$ cat src/rtl/clock_pkg.sv
// Shared definitions for the multi-phase clock generator: parameter defaults
// and helpers for extracting and clamping per-channel phase values.
package clock_pkg;

    localparam int CW_DEFAULT           = 8;
    localparam int DEFAULT_HALF_DEFAULT = 4;

    // Helpers work on fixed wide fields; callers cast to their own widths.
    // Packed phase vectors therefore must fit in MAX_VEC bits.
    localparam int FIELD_W = 32;
    localparam int MAX_VEC = 256;

    function automatic logic [FIELD_W-1:0] clamp_phase(
        input logic [FIELD_W-1:0] ph,
        input logic [FIELD_W-1:0] h
    );
        return (ph > h - FIELD_W'(1)) ? h - FIELD_W'(1) : ph;
    endfunction

    function automatic logic [FIELD_W-1:0] phase_slice(
        input logic [MAX_VEC-1:0] vec,
        input int                 i,
        input int                 cw
    );
        logic [MAX_VEC-1:0] mask;
        mask = ~({MAX_VEC{1'b1}} << cw);
        return FIELD_W'((vec >> (i * cw)) & mask);
    endfunction

endpackage

$ cat src/rtl/clock_phase_ch.sv
// One output channel: toggles its divided clock when the shared counter hits
// this channel's phase, and registers matching rise/fall strobes.
module clock_phase_ch
    import clock_pkg::*;
#(
    parameter int CW = CW_DEFAULT
) (
    input  logic          clkin,
    input  logic          RST,
    input  logic          en,
    input  logic [CW-1:0] cnt,
    input  logic [CW-1:0] phase,
    output logic          clk_out,
    output logic          rise_stb,
    output logic          fall_stb
);

    logic toggle;

    assign toggle = en && (cnt == phase);

    // Strobes mark the first cycle of each new level; a stopped channel is held low.
    always_ff @(posedge clkin or posedge RST) begin
        if (RST) begin
            clk_out  <= 1'b0;
            rise_stb <= 1'b0;
            fall_stb <= 1'b0;
        end else if (!en) begin
            clk_out  <= 1'b0;
            rise_stb <= 1'b0;
            fall_stb <= 1'b0;
        end else begin
            clk_out  <= clk_out ^ toggle;
            rise_stb <= toggle && !clk_out;
            fall_stb <= toggle && clk_out;
        end
    end

endmodule

$ cat src/rtl/clock_phase_gen.sv
// Multi-channel 50%-duty clock divider with a shared programmable half-period,
// per-channel phase offsets and glitch-free reconfiguration at period boundaries.
module clock_phase_gen
    import clock_pkg::*;
#(
    parameter int NCH          = 2,
    parameter int CW           = CW_DEFAULT,
    parameter int DEFAULT_HALF = DEFAULT_HALF_DEFAULT
) (
    input  logic              clkin,
    input  logic              RST,
    input  logic              en,
    input  logic              cfg_load,
    input  logic [CW-1:0]     cfg_half,
    input  logic [NCH*CW-1:0] cfg_phase,
    output logic [NCH-1:0]    clk_out,
    output logic [NCH-1:0]    rise_stb,
    output logic [NCH-1:0]    fall_stb,
    output logic              cfg_pending,
    output logic              locked
);

    logic [CW-1:0]     cnt;
    logic              half;
    logic [CW-1:0]     hlen;
    logic [NCH*CW-1:0] ph_vec;
    logic [CW-1:0]     pend_half;
    logic [NCH*CW-1:0] pend_phase;
    logic              idle;
    logic              lock_seen;

    logic              restart_apply;
    logic              bound_apply;
    logic              apply;
    logic              boundary;
    logic              at_end;
    logic              load_ok;
    logic [CW-1:0]     h_eff;
    logic [NCH*CW-1:0] ph_eff_vec;
    logic [CW-1:0]     ph_clamped [NCH];

    // A restart edge with a pending configuration already runs as t=0 of the new one.
    always_comb begin
        restart_apply = en && idle && cfg_pending;
        h_eff         = restart_apply ? pend_half : hlen;
        ph_eff_vec    = restart_apply ? pend_phase : ph_vec;
        at_end        = (cnt == h_eff - CW'(1));
        boundary      = en && !idle && half && at_end;
        bound_apply   = boundary && cfg_pending;
        apply         = restart_apply || bound_apply;
        load_ok       = cfg_load && (cfg_half != '0);
    end

    always_ff @(posedge clkin or posedge RST) begin
        if (RST) begin
            cnt         <= '0;
            half        <= 1'b0;
            hlen        <= CW'(DEFAULT_HALF);
            ph_vec      <= '0;
            pend_half   <= '0;
            pend_phase  <= '0;
            cfg_pending <= 1'b0;
            idle        <= 1'b1;
            lock_seen   <= 1'b0;
            locked      <= 1'b0;
        end else begin
            if (!en) begin
                cnt       <= '0;
                half      <= 1'b0;
                idle      <= 1'b1;
                lock_seen <= 1'b0;
                locked    <= 1'b0;
            end else begin
                idle <= 1'b0;
                if (bound_apply) begin
                    cnt  <= '0;
                    half <= 1'b0;
                end else if (at_end) begin
                    cnt  <= '0;
                    half <= ~half;
                end else begin
                    cnt <= cnt + CW'(1);
                end
                if (apply) begin
                    hlen      <= pend_half;
                    ph_vec    <= pend_phase;
                    lock_seen <= 1'b0;
                    locked    <= 1'b0;
                end else if (boundary) begin
                    lock_seen <= 1'b1;
                    if (lock_seen) begin
                        locked <= 1'b1;
                    end
                end
            end
            // A load on the apply edge becomes the next pending configuration.
            if (load_ok) begin
                pend_half   <= cfg_half;
                pend_phase  <= cfg_phase;
                cfg_pending <= 1'b1;
            end else if (apply) begin
                cfg_pending <= 1'b0;
            end
        end
    end

    for (genvar i = 0; i < NCH; i++) begin : g_ch
        assign ph_clamped[i] = CW'(clamp_phase(phase_slice(MAX_VEC'(ph_eff_vec), i, CW),
                                               FIELD_W'(h_eff)));

        clock_phase_ch #(
            .CW(CW)
        ) u_ch (
            .clkin    (clkin),
            .RST      (RST),
            .en       (en),
            .cnt      (cnt),
            .phase    (ph_clamped[i]),
            .clk_out  (clk_out[i]),
            .rise_stb (rise_stb[i]),
            .fall_stb (fall_stb[i])
        );
    end

endmodule

$ cat config.mk
export PLATFORM = sky130hd
export DESIGN_NAME = clock_phase_gen
export DESIGN_NICKNAME = d
export VERILOG_FILES = /design/src/rtl/clock_pkg.sv /design/src/rtl/clock_phase_ch.sv /design/src/rtl/clock_phase_gen.sv
export SDC_FILE = /design/constraint.sdc
export NUM_CORES = 1
export LEC_CHECK = 0
export ABC_AREA = 1
export CAP_MARGIN = 20
export CORE_ASPECT_RATIO = 0.6
export CORE_MARGIN = 5
export CORE_UTILIZATION = 40
export CTS_CLUSTER_DIAMETER = 30
export DETAILED_ROUTE_END_ITERATION = 12
export HOLD_SLACK_MARGIN = 0.03
export PLACE_DENSITY = 0.61
export SLEW_MARGIN = 20
export SYNTH_ARGS = -nofsm -noshare
export SYNTH_HDL_FRONTEND = slang
export SYNTH_SLANG_ARGS = --single-unit
$ cat constraint.sdc
create_clock -name clkin -period 9.6 [get_ports clkin]
set_clock_uncertainty 0.15 [all_clocks]
set_input_delay 1.44 -clock clkin [delete_from_list [all_inputs] [get_ports clkin]]
set_output_delay 1.44 -clock clkin [all_outputs]
set_load 0.01 [all_outputs]
---- Word level (Yosys, flattened, before mapping) ----
Cells that the tools add are included.
storage, ports and cells
  register bits after elaboration ......... 67
  word-level logic and storage cells ...... 77
cells by class
  $add $sub $neg .......................... 3
  $lt $le $gt $ge ......................... 2
  equality and inequality tests ........... 6
  multiplexer cells ....................... 26
  bitwise operators ....................... 3
  reductions and logical operators ........ 21
operators with widths
  operator             number
  $gt 8x32->1          2
  $mux 8               6
  $eq 8x8->1           3
  $mux 1               19
  $mux 16              1
  $logic_and 1x1->1    13
  $ne 3x1->1 const B   3
  $sub 8x1->9 const B  1
  $add 8x1->8 const B  1
  $reduce_bool 8->1    1
  $sub 8x1->8 const B  1
  $reduce_and 2->1     2
  $logic_not 1->1      3
  $reduce_bool 2->1    1
  $xor 1x1->1          2
  $logic_or 1x1->1     1
  $not 1->1            1

---- Depth between registers and ports, before layout ----
  depth in word-level cells ............... 10
  gate-level depth with buffers ........... 28
  gate-level depth less buffers ........... 26

---- Cells and area by module ----
Synthesis repeated with hierarchy kept, for this count alone.
second synthesis, totals
  cells, all modules ...................... 590
  area total of the unflattened synthesis .. 4221.5 µm²
by module, submodules not included
  module           instances  cells an instance  area each (µm²)
  clock_phase_gen  1          492                3661.0
  clock_phase_ch   2          49                 280.3

---- Worst setup path after synthesis ----
No wires, ideal clock.
  kind .................................... in2reg
  from .................................... input en
  to ...................................... register g_ch[1].u_ch.clk_out
  library setup time ...................... 0.071 ns
  arrival ................................. 4.389 ns
  required time ........................... 9.379 ns
  setup slack ............................. 4.990 ns
  stages .................................. 21
  buffers on the path ..................... 6
  cell sequence ........................... buf_2 nand3_4 buf_4 clkbuf_1 clkbuf_1 clkbuf_1 o21ai_0 ha_1 a21oi_1 o21ai_0 nand3_1 nand2_1 buf_6 nand3_2 nand3_1 nand2_1 nor2_1 nand3_1 nor2_1 ha_1 nor2_1
on the way
  cells in the longest elaborated chain, start to end .. 10
ends and longest elaborated chain
  element                          RTL line               source
  from (decl)                      clock_phase_gen.sv:12  input logic en,
  $logic_and 1x1->1 (2 in series)  clock_phase_gen.sv:44  restart_apply = en && idle && cfg_pending;
  $mux 8                           clock_phase_gen.sv:45  h_eff = restart_apply ? pend_half : hlen;
  $sub 8x1->9                      clock_pkg.sv:17        return (ph > h - FIELD_W'(1)) ? h - FIELD_W'(1) : ph;
  $gt 8x32->1                      clock_pkg.sv:17
  $mux 8                           clock_pkg.sv:17
  $eq 8x8->1                       clock_phase_ch.sv:20   assign toggle = en && (cnt == phase);
  $logic_and 1x1->1                clock_phase_ch.sv:20
  $xor 1x1->1                      clock_phase_ch.sv:33   clk_out <= clk_out ^ toggle;
  $mux 1 (*)                       clock_phase_ch.sv:28   end else if (!en) begin
  to (signal assigned)             clock_phase_ch.sv:33
  to (decl)                        clock_phase_ch.sv:13   output logic clk_out,
Every way passes the cells marked *; elsewhere a longest branch is shown, timed or not.
A chain may end at the register's enable or synchronous reset.

---- Final worst setup path ----
Ends and elaborated chain as after synthesis.

==> metrics.cfg <==
[outcome]
status=finished, final reports clean

[setup_path]
cp-end-kind=flip-flop
critPathMaxStageDelay_ns=0.88
crit_chain=clkdlybuf4s50_1 -> nand3_4 -> nand2_1 -> nand2_2 -> ha_1 -> nand3_2 -> o21ai_0 -> o21ai_1 -> inv_1 -> ha_1 -> nand2_1 -> nor2_1 -> nand3_1 -> nand2_1 -> nand2_2 -> nand2_1 -> nand2_1 -> nand2_1 -> nand2_1 -> nor2_1 -> nand2_1 -> nor2_1 -> ha_1 -> nor2_1
crit_top_cell=nand2_1
timing.rr.start=idle
required_ns=9.71
path_class=input port to flip-flop
crit_start=en
crit_family=simple AND/OR/NAND/NOR gates
startpoint_type=input port
ff2ff_path_depth=23
worst_ep_arrival_time_ns=6.30
worstPathMaxFanout=50
rr_endpoint=g_ch[1].u_ch.clk_out
cp.buffers_inverters=2
cp.depth=24
crit_slowest_cell=clkdlybuf4s50_1
regToRegSetupSlack_ns=4.86

[sta]
fin_setup_tns_ns=0
slew-limit-headroom=0.418
fin_crit_sh=0.644
rsz0062_at_grt=no
clock.fmax_mhz=162
final-hold-violation-count=0
worst_slew_pin_slew_ns=0.874
finalCriticalPeriod_ns=6.18
setup_viol=0
maxSlewViolCount=0

[synth]
ys_ff_latch=67
syn_inst=579
synth_commonest_cells=144 x nand2_1, 78 x inv_1, 65 x dfrtp_1
syn-cell-area_um2=4310
netlist_top_cells_area=dfrtp_1 38%, nand2_1 13%, inv_1 6.8%, ha_1 5.2%, nand3_1 4.9%
synthArstFlopShare=1.00
yosys_warnings=0
synth_most_common_cell=nand2_1
synth_edf_count=0
synth_top_area_share=0.377
yosysSeqAreaShare=0.389
avgSynthCellArea_um2=7.45
synthesis.nets=625
synthFlopType=dfrtp_1
synth_cell_types=40
synth_area_leader_cell=dfrtp_1

[placed_design]
port_buffers=35
dp_hpwl_mm=7.87
gp_congestion=0.895

[global_route]
grt_pass1_vias=3478
track_usage=0.169
antenna_found_initial=0
grt_pass1_wl_mm=17.4
grt_max_degree=68
gr-total-overflow=0

[floorplan]
initial_utilization=0.409
dieArea_um2=13000
io_pins=36
core_um2=10600
die_h_um=90.4
num_rows=29
die_width_um=144

[clock_tree]
hold_buffers=0
clockBufferDepth=2
cts_max_level=3
post_cts_resized=0
post_cts_buffers=0
clockRootBuffer=clkbuf_16
clock_sinks=67
numCtsBuffers=9
clkTransAtPathRegs_ns=0.06
clk_latency_ns=0.34
cts_tree=built

[layout]
antenna_cells=0
num-nets-final=648
layout-drive-gt1-share=0.102
area_growth_pct=17.3
nFillCells=1017
fin_util=0.479

[worst_hold_path]
min_path_cells=2
hold_class=flip-flop to flip-flop
hp-start=ph_vec[7]
hold_end=ph_vec[7]

[drt]
viasPerCell=4.88
first_iter_violations=266
ant_nets=0
wire_per_inst_um=14.0
drt_wl_total_mm=10.5
dr.pass1.iters=4
drc=0
vias=3644

[power]
powerDensity_nw_per_um2=216
ir_drop_mv=0.105
p_leak_nw=2.54

[flow_run]
drv_cap=0

[cells in the final DEF (no fill, tap or decap), types with 4 or more instances in the layout]
master           count
nand2_2             10
ha_1                18
nand3_2              6
xor2_1              10
inv_1               77
clkbuf_16            9
clkdlybuf4s50_1     35
nand4_1              7
a21oi_1             28
o21ai_1             30
nand3_1             42
dfrtp_1             65
inv_2                5
nor2_1              49
o21ai_0             25
nor3_1               4
nand2_1            144
[registers in the layout, indices dropped and copies added, names as in the netlist, 2 cells and up]
name                count
g_ch.u_ch.fall_stb      2
g_ch.u_ch.rise_stb      2
ph_vec                 16
cnt                     8
hlen                    8
pend_half               8
g_ch.u_ch.clk_out       2
pend_phase             16
[cell families after synthesis]
kind of cell | Yosys count | synth area share
compound gates | 95 | 0.123
fa+ha+maj | 18 | 0.0522
flops | 67 | 0.389
xor+xnor | 13 | 0.0299
buf+inv | 108 | 0.114
simple gates | 278 | 0.292
[through the flow]
stage	setup WS (ns)	instance area [um^2]	total power (W)	hold WS, ns	std cells
finish	3.42	5060	0.00109	0.339	746
CTS	3.40	5040	0.00109	0.341	745
global route	2.88	5060	0.00117	0.359	746
detailed placement	3.07	4680	0.000691	0.329	729
global placement	3.19	4680	0.000688	0.322	729
floorplan	4.99	4310	0.000612	0.303	579
[power by group]
group          switching [W]  internal (W)  leakage, nW
clock               0.000130      0.000269        0.176
sequential         0.0000205      0.000314        0.820
combinational       0.000230      0.000126         1.54
total               0.000381      0.000709         2.54
[worst max path at each step]
stage | end | slack (ns)
floorplan | g_ch[1].u_ch.clk_out | 4.99
global placement | g_ch[1].u_ch.clk_out | 3.19
detailed placement | g_ch[1].u_ch.clk_out | 3.07
CTS | g_ch[1].u_ch.clk_out | 3.40
global route | g_ch[1].u_ch.clk_out | 2.88
finish | g_ch[1].u_ch.clk_out | 3.42
[cell type report]
type	instances	area, um^2	share of cell area
Clock buffer	11	253	0.0500
Clock inverter	5	108	0.0213
Inverter	82	308	0.0608
Multi-Input combinational cell	404	2150	0.425
Sequential cell	67	1680	0.332
Tap cell	139	174	0.0344
Timing Repair Buffer	38	385	0.0762
[tightest hold or removal path: cells and delay by family (launching register included)]
kind,cells,cell delay (ns)
flops,1,0.34
compound gates,1,0.06
simple gates,1,0.05
[layer usage]
layer	GRT usage	vias up	wire length [um]
li1	-	1882	-
met1	0.251	1676	5680
met2	0.241	75	4180
met3	0.0460	11	493
met4	0.0462	0	99
met5	0	-	0
Power figures use the tool's default switching activity.
